$ cat config.mk
export PLATFORM = sky130hd
export DESIGN_NAME = bit_serial_adder_ctrl
export DESIGN_NICKNAME = d
export VERILOG_FILES = /design/src/rtl/bit_serial_adder_ctrl.sv
export SDC_FILE = /design/constraint.sdc
export NUM_CORES = 1
export LEC_CHECK = 0
export ABC_AREA = 1
export CORE_MARGIN = 3
export CORE_UTILIZATION = 47
export CTS_CLUSTER_DIAMETER = 80
export DETAILED_ROUTE_END_ITERATION = 10
export GPL_TIMING_DRIVEN = 0
export PLACE_DENSITY_LB_ADDON = 0.15
export REMOVE_ABC_BUFFERS = 1
export SLEW_MARGIN = 20
export SYNTH_ARGS = -nofsm -noshare
export SYNTH_HDL_FRONTEND = slang
export SYNTH_SLANG_ARGS = --single-unit
export TNS_END_PERCENT = 50
$ cat constraint.sdc
create_clock -name clk -period 1.24 [get_ports clk]
set_input_delay 0.248 -clock clk [delete_from_list [all_inputs] [get_ports clk]]
set_output_delay 0.248 -clock clk [all_outputs]
set_load 0.03 [all_outputs]
$ cat src/rtl/bit_serial_adder_ctrl.sv
// bit_serial_adder_ctrl
// Bit-serial WIDTH-bit adder: one propagate/generate/sum slice is reused
// once per clock, LSB first. The block owns the operand shift registers,
// the carry flop, the bit counter and a start/busy/done handshake.
// A result takes WIDTH edges after the accepting edge. It is then held
// on sum/cout until the next completion.
// Optional build macro BSA_OVERFLOW_EN adds a registered two's-complement
// overflow output (ovf).
module bit_serial_adder_ctrl #(
    parameter int WIDTH = 8,
    parameter int CNT_W = $clog2(WIDTH)
) (
    input  logic             clk,
    input  logic             rst,
    input  logic             start,
    input  logic             abort,
    input  logic [WIDTH-1:0] a,
    input  logic [WIDTH-1:0] b,
    input  logic             cin,
    output logic             busy,
    output logic             done,
    output logic [WIDTH-1:0] sum,
`ifdef BSA_OVERFLOW_EN
    output logic             ovf,
`endif
    output logic             cout
);

    typedef enum logic [1:0] {
        S_IDLE = 2'd0,
        S_RUN  = 2'd1,
        S_DONE = 2'd2
    } state_t;

    state_t           state_q;
    logic [WIDTH-1:0] a_sh_q;
    logic [WIDTH-1:0] b_sh_q;
    logic [WIDTH-1:0] acc_q;
    logic [WIDTH-1:0] sum_q;
    logic [CNT_W-1:0] cnt_q;
    logic             c_q;
    logic             cout_q;
    logic             busy_q;
    logic             done_q;
`ifdef BSA_OVERFLOW_EN
    logic             ovf_q;
`endif

    logic             slice_p;
    logic             slice_g;
    logic             slice_s;
    logic             carry_d;
    logic [WIDTH-1:0] acc_d;
    logic             last_bit;

    // Single-bit adder slice on the current LSBs, plus the accumulator shift.
    always_comb begin
        // NOTE: every signal written here is given a value on every path, so no latch is inferred.
        slice_p  = a_sh_q[0] ^ b_sh_q[0];
        slice_g  = a_sh_q[0] & b_sh_q[0];
        slice_s  = slice_p ^ c_q;
        carry_d  = slice_g | (slice_p & c_q);
        acc_d    = (acc_q >> 1) | {slice_s, {(WIDTH-1){1'b0}}};
        last_bit = (cnt_q == CNT_W'(WIDTH - 1));
    end

    // Sequencer and datapath registers. Every output is driven from a flop.
    always_ff @(posedge clk or posedge rst) begin
        if (rst) begin
            state_q <= S_IDLE;
            a_sh_q  <= '0;
            b_sh_q  <= '0;
            acc_q   <= '0;
            sum_q   <= '0;
            cnt_q   <= '0;
            c_q     <= 1'b0;
            cout_q  <= 1'b0;
            busy_q  <= 1'b0;
            done_q  <= 1'b0;
`ifdef BSA_OVERFLOW_EN
            ovf_q   <= 1'b0;
`endif
        end else begin
            // NOTE: non-blocking assignments make every flop here update from pre-edge values.
            case (state_q)
                S_IDLE, S_DONE: begin
                    done_q <= 1'b0;
                    if (start) begin
                        a_sh_q  <= a;
                        b_sh_q  <= b;
                        c_q     <= cin;
                        cnt_q   <= '0;
                        busy_q  <= 1'b1;
                        state_q <= S_RUN;
                    end else begin
                        state_q <= S_IDLE;
                    end
                end
                S_RUN: begin
                    if (abort) begin
                        // Abort wins over bit processing, even on the final bit.
                        busy_q  <= 1'b0;
                        state_q <= S_IDLE;
                    end else begin
                        c_q    <= carry_d;
                        acc_q  <= acc_d;
                        a_sh_q <= a_sh_q >> 1;
                        b_sh_q <= b_sh_q >> 1;
                        cnt_q  <= cnt_q + CNT_W'(1);
                        if (last_bit) begin
                            sum_q   <= acc_d;
                            cout_q  <= carry_d;
`ifdef BSA_OVERFLOW_EN
                            // c_q is the carry into the MSB; carry_d is the carry out of it.
                            ovf_q   <= c_q ^ carry_d;
`endif
                            done_q  <= 1'b1;
                            busy_q  <= 1'b0;
                            state_q <= S_DONE;
                        end
                    end
                end
                default: begin
                    busy_q  <= 1'b0;
                    done_q  <= 1'b0;
                    state_q <= S_IDLE;
                end
            endcase
        end
    end

    assign busy = busy_q;
    assign done = done_q;
    assign sum  = sum_q;
    assign cout = cout_q;
`ifdef BSA_OVERFLOW_EN
    assign ovf  = ovf_q;
`endif

endmodule
=== Word level (Yosys, flattened, before mapping) ===
Cells that the tools add are included.

* Input port bits: 21
* Flip-flop bits (word level): 41

* Bitwise gates (word level): 7
* Reduce and logical (&&, ||, !) cells: 8
* Muxes and demuxes: 23
* Equal/unequal tests: 7
* Add/subtract/negate cells: 1

{| class="wikitable"
|+ Operators by type and width
! operator !! count
|-
| $mux W8 || 4
|-
| $pmux W8 S2 || 2
|-
| $mux W1 || 9
|-
| $or A7 B8 Y8 || 1
|-
| $mux W3 || 2
|-
| $ne A2 B2 Y1 const B || 3
|-
| $pmux W3 S2 || 1
|-
| $reduce_and A2 Y1 || 3
|-
| $reduce_and A3 Y1 || 2
|-
| $mux W2 || 2
|-
| $pmux W1 S2 || 2
|-
| $pmux W2 S2 || 1
|-
| $add A3 B1 Y3 const B || 1
|-
| $eq A3 B3 Y1 const B || 1
|-
| $ne A3 B3 Y1 const B || 1
|-
| $and A1 B1 Y1 || 2
|-
| $eq A2 B1 Y1 const B || 1
|-
| $eq A2 B2 Y1 const B || 1
|-
| $logic_not A2 Y1 || 1
|-
| $reduce_bool A2 Y1 || 1
|-
| $reduce_or A2 Y1 || 1
|-
| $xor A1 B1 Y1 || 2
|-
| $not A1 Y1 || 1
|-
| $or A1 B1 Y1 || 1
|}

=== Logic depth before layout (Yosys ltp) ===
Gate-level depths: netlist of run 1.

* Depth in word-level cells: 5
* Mapped depth: 8
* Depth with buffers taken out: 8

=== Least setup slack after synthesis of run 1 ===
No wires, ideal clock.

* Path type: reg-to-reg
* Start: reg cnt_q[0]
* End: reg cout_q (netlist: cout)
* Stages on the path, launching flop included: 9
* Required time: 1.175 ns
* Clock period less this slack: 1.304 ns
* Library setup time: 0.065 ns
* Arrival: 1.239 ns
* Buffers on the path: 1
* Path slack: -0.064 ns
* Path through: dfrtp_1 -> ha_1 -> ha_1 -> inv_1 -> nor2_1 -> nand2_2 -> buf_6 -> nand2_1 -> nand2_1

* Word-level cells in the longest chain between the ends: 2

{| class="wikitable"
|+ RTL lines
! what !! RTL line !! source
|-
| start: declaration || 40 || <nowiki>logic [CNT_W-1:0] cnt_q;</nowiki>
|-
| start signal: assignment || 109 || <nowiki>cnt_q <= cnt_q + CNT_W'(1);</nowiki>
|-
| $eq A3 B3 Y1 || 64 || <nowiki>last_bit = (cnt_q == CNT_W'(WIDTH - 1));</nowiki>
|-
| $reduce_and A3 Y1 (no source line) || n/a ||
|-
| end signal: assignment || 112 || <nowiki>cout_q <= carry_d;</nowiki>
|-
| end: declaration || 42 || <nowiki>logic cout_q;</nowiki>
|}

Every way passes these cells.
A chain may end at the register's enable or synchronous reset.

=== Worst setup path in the final report of run 1 ===
* Start: reg cnt_q[0]
* End: reg sum_q[2] (netlist: sum[2])

* Word-level cells in the longest chain between the ends: 2

{| class="wikitable"
|+ RTL lines
! what !! RTL line !! source
|-
| $eq A3 B3 Y1 || 64 ||
|-
| $reduce_and A3 Y1 (no source line) || n/a ||
|-
| end signal: assignment || 74 || <nowiki>sum_q <= '0;</nowiki>
|-
| end signal: assignment || 111 || <nowiki>sum_q <= acc_d;</nowiki>
|-
| end: declaration || 39 || <nowiki>logic [WIDTH-1:0] sum_q;</nowiki>
|}

Every way passes these cells.

==> results of run 1 <==
## worst max path at each step
stage / start / endpoint / slack, ns / cells after the start
floorplan: state_q[0] / a_sh_q[0] / -0.17 / 5
global placement: rst / b_sh_q[2] / -0.80 / 2
detailed placement: state_q[0] / b_sh_q[3] / -0.63 / 5
CTS: cnt_q[0] / sum[2] / -0.06 / 8
global route: cnt_q[0] / cout / -0.12 / 8
finish: cnt_q[0] / sum[2] / -0.05 / 7
## logic make-up after synthesis
family,Yosys count
flops,40
buf+inv,27
compound gates,16
fa+ha+maj,3
simple gates,140
## critical path, stage by stage (launching register included)
cell and delay (ns):
dfrtp_1 0.40, ha_2 0.20, ha_4 0.16, inv_2 0.06, nor2_4 0.04, nand2_4 0.11, clkbuf_16 0.16, o21ai_2 0.05
## state kept, by name (all words and copies together) (netlist names)
name and cells:
a_sh_q 8, b_sh_q 8, sum 8, acc_q 7, cnt_q 3, state_q 2, busy 1, c_q 1
cout 1, done 1
## final cells by class
class,instances,area (um^2)
multi-input cells,161,873
clock buffers,7,96.3
repair inverters,1,5.00
well taps,48,60.1
flip-flops and latches,40,1010
repair buffers,42,449
inverters,16,65.1
fillers,327,1220
## cell usage after synthesis (all sizes together)
master / instances / area share
nand3: 36 / 0.10
a21oi: 1 / 0.0027
o21ai: 15 / 0.054
nand2: 96 / 0.20
ha: 2 / 0.013
nor2: 8 / 0.017
buf: 11 / 0.038
inv: 16 / 0.032
dfrtp: 40 / 0.53
fa: 1 / 0.011
## report_power, final
part	total [uW]	internal [uW]	switching, uW
clock	929	495	434
combinational	1060	439	617
sequential	1810	1620	196
## layout by cell type (no fill, tap or decap)
cell              n
nand2_4           2
clkdlybuf4s50_1  19
clkbuf_8          7
inv_2             5
clkbuf_16         1
a21oi_1           1
buf_6             1
buf_4             6
dfrtp_1          38
nand3_1          35
nor2_1            6
fa_2              1
o21ai_1           1
nand3_2           1
nor2_4            1
nand2_1          83
buf_2             1
nand2_2           8
inv_1            10
ha_2              1
nand2_8           3
dfrtp_2           1
clkbuf_2          2
clkinv_4          1
o21ai_2           7
dlymetal6s2s_1    1
ha_4              1
clkinv_2          1
dfrtp_4           1
buf_12            3
o21ai_0           7
nor2_2            1
clkdlybuf4s15_2   8
nand3_4           2
## through the flow
step	worst slack, ns	total power (uW)	utilization
CTS	-0.0619	3740	0.656
floorplan	-0.171	2430	-
detailed placement	-0.628	2720	0.584
global route	-0.119	4050	0.678
finish	-0.0517	3800	0.678
global placement	-0.803	2670	0.579
## routing by layer
metal / GRT usage / vias up / wire length [um]
met2: 0.307 / 34 / 2240
li1: - / 801 / -
met4: 0.0651 / 0 / 63
met1: 0.226 / 764 / 1920
met5: 0 / - / 0
met3: 0.0362 / 7 / 175
## timing repair
action,in CTS,in global routing
resized for setup,47,23
setup buffers,8,1
pin swaps,6,6
setup endpoints to repair,51,41
gates cloned,1,3
==> metrics.md, run 1 <==
| Metric | Value |
|---|---|
| CTS Root Cell | `clkbuf_8` |
| DR iter-0 viols | `95` |
| Minimum clock period after layout | `1.29 ns` |
| CTS Hold Bufs | `0` |
| Initial DRT Pass Iterations | `4` |
| Final Wtd Congestion | `0.748` |
| Worst vdd ir | `1.05 mV` |
| Nets | `between 200 and 300` |
| WHS | `0.202 ns` |
| Worst setup SP type | `register` |
| Critical path endpoint category | `register` |
| Final Max Slew Viols | `0` |
| HPWL after DPL | `about 2300 um` |
| DP Area | `2200 um^2` |
| Setup violators final | `11` |
| Routed WL per cell | `14.0 um` |
| Global route overflow | `0` |
| Synth Area in Simple Gates | `0.319` |
| Status | `complete, but fails checks` |
| Worst Reg2Reg Path Length in Cells | `7` |
| CTS tree | `done` |
| Row cnt | `22` |
| I/O pin count | `32` |
| DR vias | `1,606` |
| PortBufs | `31` |
| R2r startpoint | `cnt_q[0]` |
| Share of layout cells above drive strength 1 | `0.247` |
| RSZ-0062 raised after global routing | `yes` |
| Leakage | `0.00129 uW` |
| Synth Area in XOR/XNOR | `0` |
| Largest family of logic cells by synthesized area | `simple AND/OR/NAND/NOR gates` |
| Antenna violations before repair | `0` |
| Worst slew pin tran | `0.238 ns` |
| YS warnings | `0` |
| Skew-Pair Late Insertion Delay | `0.29 ns` |
| Complex-gate fraction of the synthesized area | `0.0564` |
| Yosys cell types | `18` |
| Final ANT Viol Nets | `0` |
| Setup WS post-layout | `-0.0517 ns` |
| GR Util All Layers | `0.180` |
| Total die area | `4810 um^2` |
| First-pass GRT wire length | `7040 um` |
| Relative slew slack | `0.841` |
| Num Clock Sinks | `40` |
| Tcrit/Tclk final | `1.04` |
| Critical-path maximum fanout | `6` |
| Register bit total from synthesis | `40` |
| Total CTS buffers | `5` |
| Setup TNS | `-0.416 ns` |
| Vias in the first global route | `approximately 1,600` |
| Detailed-route DRC error count | `0` |
| Clk_skew | `0.00235 ns` |
| Routed WL | `4400 um` |
| Dpl cells | `295` |
| Syn Inst Count | `226` |
| Register area share after synthesis | `0.531` |
| Max-Cap Viols | `0` |
| Mux contribution to synthesized area | `0` |
| Post-Syn Area | `roughly 1900 um^2` |
| Die Y | `69.3 um` |
| Clk slew on worst S/H paths | `0.07 ns` |
| Die width | `69.3 um` |
| Core Region | `3770 um^2` |
| Largest net degree at the start of global routing | `32` |
| Finished Cell Area | `~2600 um^2` |
| Reg2reg end | `sum[2]` |
| P&R area growth vs syn | `35.5%` |
| PwrDens | `around 1500 nW/um^2` |
| CP required | `1.42 ns` |
| Hold crit path type | `in -> async` |
| Via density per instance | `5.10` |
| Post-Syn Area per Cell | `8.34 um^2` |
| H-tree depth | `2` |
| Clock Tree Buf Depth | `2` |
| Post-Layout Cell Count | `315` |
| Adder-Cell Fraction of Synth Area | `0.0239` |
| Crit path DAT | `between 1 and 1.5 ns` |
| Final Hold Viols | `0` |
| Initial Utilization | `0.500` |
| # diodes | `0` |
| R2R Setup Slk | `-0.05 ns` |
| Crit Path Category | `reg -> reg` |
| Failing checks | `setup timing` |
| Fmax | `0.774 GHz` |
Note: power is estimated with default switching activity, not from simulation.
==> run 2, diff against run 1 <==
- CAP_MARGIN: not set -> 40
- SLEW_MARGIN: 20 -> 10
==> run 2 against run 1 <==
Against the previous run:
- the run still ends with setup timing left
- first-iteration DRC count decreased by 43%
- routed wire length shrank 5.6%
- critical endpoint is now sum[3]
- flip-flop and latch count stayed put
- clock power is 2.3% higher
==> metrics.md, run 2 (synthesized netlist as in run 1, its figures left out) <==
| Metric | Value |
|---|---|
| Crit path DAT | `1.49 ns` |
| PortBufs | `31` |
| Largest net degree at the start of global routing | `38` |
| DR iter-0 viols | `54` |
| Critical path endpoint category | `register` |
| Row cnt | `22` |
| Relative slew slack | `0.839` |
| Leakage | `0.00129 uW` |
| Die Y | `69.3 um` |
| Initial Utilization | `0.500` |
| Total CTS buffers | `5` |
| Setup violators final | `22` |
| Global route overflow | `0` |
| M2 GR Usage | `0.321` |
| CTS Root Cell | `clkbuf_8` |
| Clk slew on worst S/H paths | `0.08 ns` |
| Reg2reg end | `sum[3]` |
| Met3 usage | `0.0406` |
| R2R Setup Slk | `-0.06 ns` |
| DR vias | `1,590` |
| Routed WL per cell | `roughly 13 um` |
| Largest stage delay, worst path | `0.36 ns` |
| Max-Cap Viols | `0` |
| H-tree depth | `2` |
| Minimum clock period after layout | `1.30 ns` |
| Final ANT Viol Nets | `0` |
| Worst Reg2Reg Path Length in Cells | `8` |
| Via density per instance | `about 5.1` |
| Most frequent cells in the layout | `nand2_1 (82), dfrtp_1 (39), nand3_1 (35)` |
| Num Clock Sinks | `40` |
| Worst path slowest cell | `dfrtp_1` |
| Layout Utilization | `0.676` |
| Fmax | `around 0.77 GHz` |
| P&R area growth vs syn | `35.2%` |
| Tcrit/Tclk final | `1.05` |
| Gr busiest metal | `met2` |
| CTS Hold Bufs | `0` |
| Worst slew pin tran | `0.241 ns` |
| Setup WS post-layout | `-0.0612 ns` |
| Antenna violations before repair | `0` |
| Skew-Pair Late Insertion Delay | `0.30 ns` |
| Crit path top cell by count | `nand2_4` |
| Nets | `288` |
| HPWL after DPL | `about 2300 um` |
| RSZ-0062 raised after global routing | `yes` |
| R2r startpoint | `cnt_q[0]` |
| Failing checks | `setup timing` |
| I/O pin count | `32` |
| Die width | `69.3 um` |
| CP required | `about 1.4 ns` |
| GR Layer Usage met1 | `0.231` |
| Clock Tree Buf Depth | `2` |
| WHS | `0.141 ns` |
| Final Wtd Congestion | `0.748` |
| GR Util All Layers | `0.188` |
| Critical-path maximum fanout | `7` |
| Fill cells | `about 330` |
| Routed WL | `a little over 4000 um` |
| Core Region | `around 3800 um^2` |
| Total die area | `4810 um^2` |
| Worst setup SP type | `register` |
| Detailed-route DRC error count | `0` |
| Initial DRT Pass Iterations | `4` |
| PwrDens | `1470 nW/um^2` |
| Commonest non-fill, non-tap cell in the layout | `nand2_1` |
| # diodes | `0` |
| Status | `complete, but fails checks` |
| Final Max Slew Viols | `0` |
| Vias in the first global route | `1,639` |
| Share of layout cells above drive strength 1 | `0.227` |
| CTS tree | `done` |
| Worst vdd ir | `1.09 mV` |
| Clk_skew | `slightly below 0.003 ns` |
| Hold crit path type | `in -> async` |
| Cell Chain, Critical Path | `ha_2, ha_4, inv_2, nor2_4, nand2_4, buf_12, nand2_4, o21ai_2` |
| Final Hold Viols | `0` |
| Crit Path Category | `reg -> reg` |
| First-pass GRT wire length | `approximately 7400 um` |
[run 2: worst max path at each step]
stage               depth (start not counted)         to        from  slack, ns
CTS                                         8     sum[2]    cnt_q[0]      -0.08
detailed placement                          5  b_sh_q[3]  state_q[0]      -0.63
finish                                      8     sum[3]    cnt_q[0]      -0.06
global placement                            2  b_sh_q[2]         rst      -0.80
floorplan                                   5  a_sh_q[0]  state_q[0]      -0.17
global route                                8     sum[5]    cnt_q[0]      -0.13
[run 2: through the flow]
step / cell area [um^2] / total power, uW / setup slack (ns) / setup TNS (ns) / instances
final: 2550 / 3750 / -0.0612 / -0.575 / 312
after global routing: 2550 / 4010 / -0.125 / -3.17 / 312
after CTS: 2560 / 3770 / -0.0836 / -0.808 / 312
after detailed placement: 2200 / 2710 / -0.625 / -20.16 / 295
after global placement: 2180 / 2670 / -0.803 / -52.54 / 294
after floorplan: 1810 / 2430 / -0.171 / -4.77 / 215
[run 2: cell type report]
class,count,area [um^2],share of cell area
clock buffer,7,96.3,0.0378
sequential,40,1000,0.394
tap,48,60.1,0.0236
timing repair buffer,41,442,0.173
multi-input combinational,160,880,0.345
inverter,16,67.6,0.0265
[run 2: power by group]
part / switching (uW) / internal (uW) / leakage [uW] / total, uW
combinational: 576 / 419 / 0.000712 / 994
sequential: 193 / 1620 / 0.000523 / 1810
clock: 454 / 496 / 0.0000503 / 950
total: 1220 / 2530 / 0.00129 / 3750
[run 2: metal layers]
layer	wire (um)	vias to the layer above
li1	-	789
met1	1770	759
met2	2140	33
met3	151	9
met4	91	0
met5	0	-
[run 2: timing repair]
action                                  4_1_cts  5_1_grt
gates resized for setup                      64       10
gates cloned                                  2        0
pin swaps                                     7        4
buffers inserted                              8        0
endpoints found under the setup margin       51       47
[run 2: critical path, delay by kind of cell, from the launching register on]
family,cells,cell delay [ns]
flip-flops,1,0.36
adder cells (fa/ha/maj),2,0.33
AND/OR/NAND/NOR,3,0.24
AO/OA/AOI/OAI,1,0.05
buffers and inverters,2,0.21
==> run 3, diff against run 2 <==
- SLEW_MARGIN: 10 -> 20
==> results of run 3 <==
No change in the layout: final DEF, timing and power equal those of run 1.
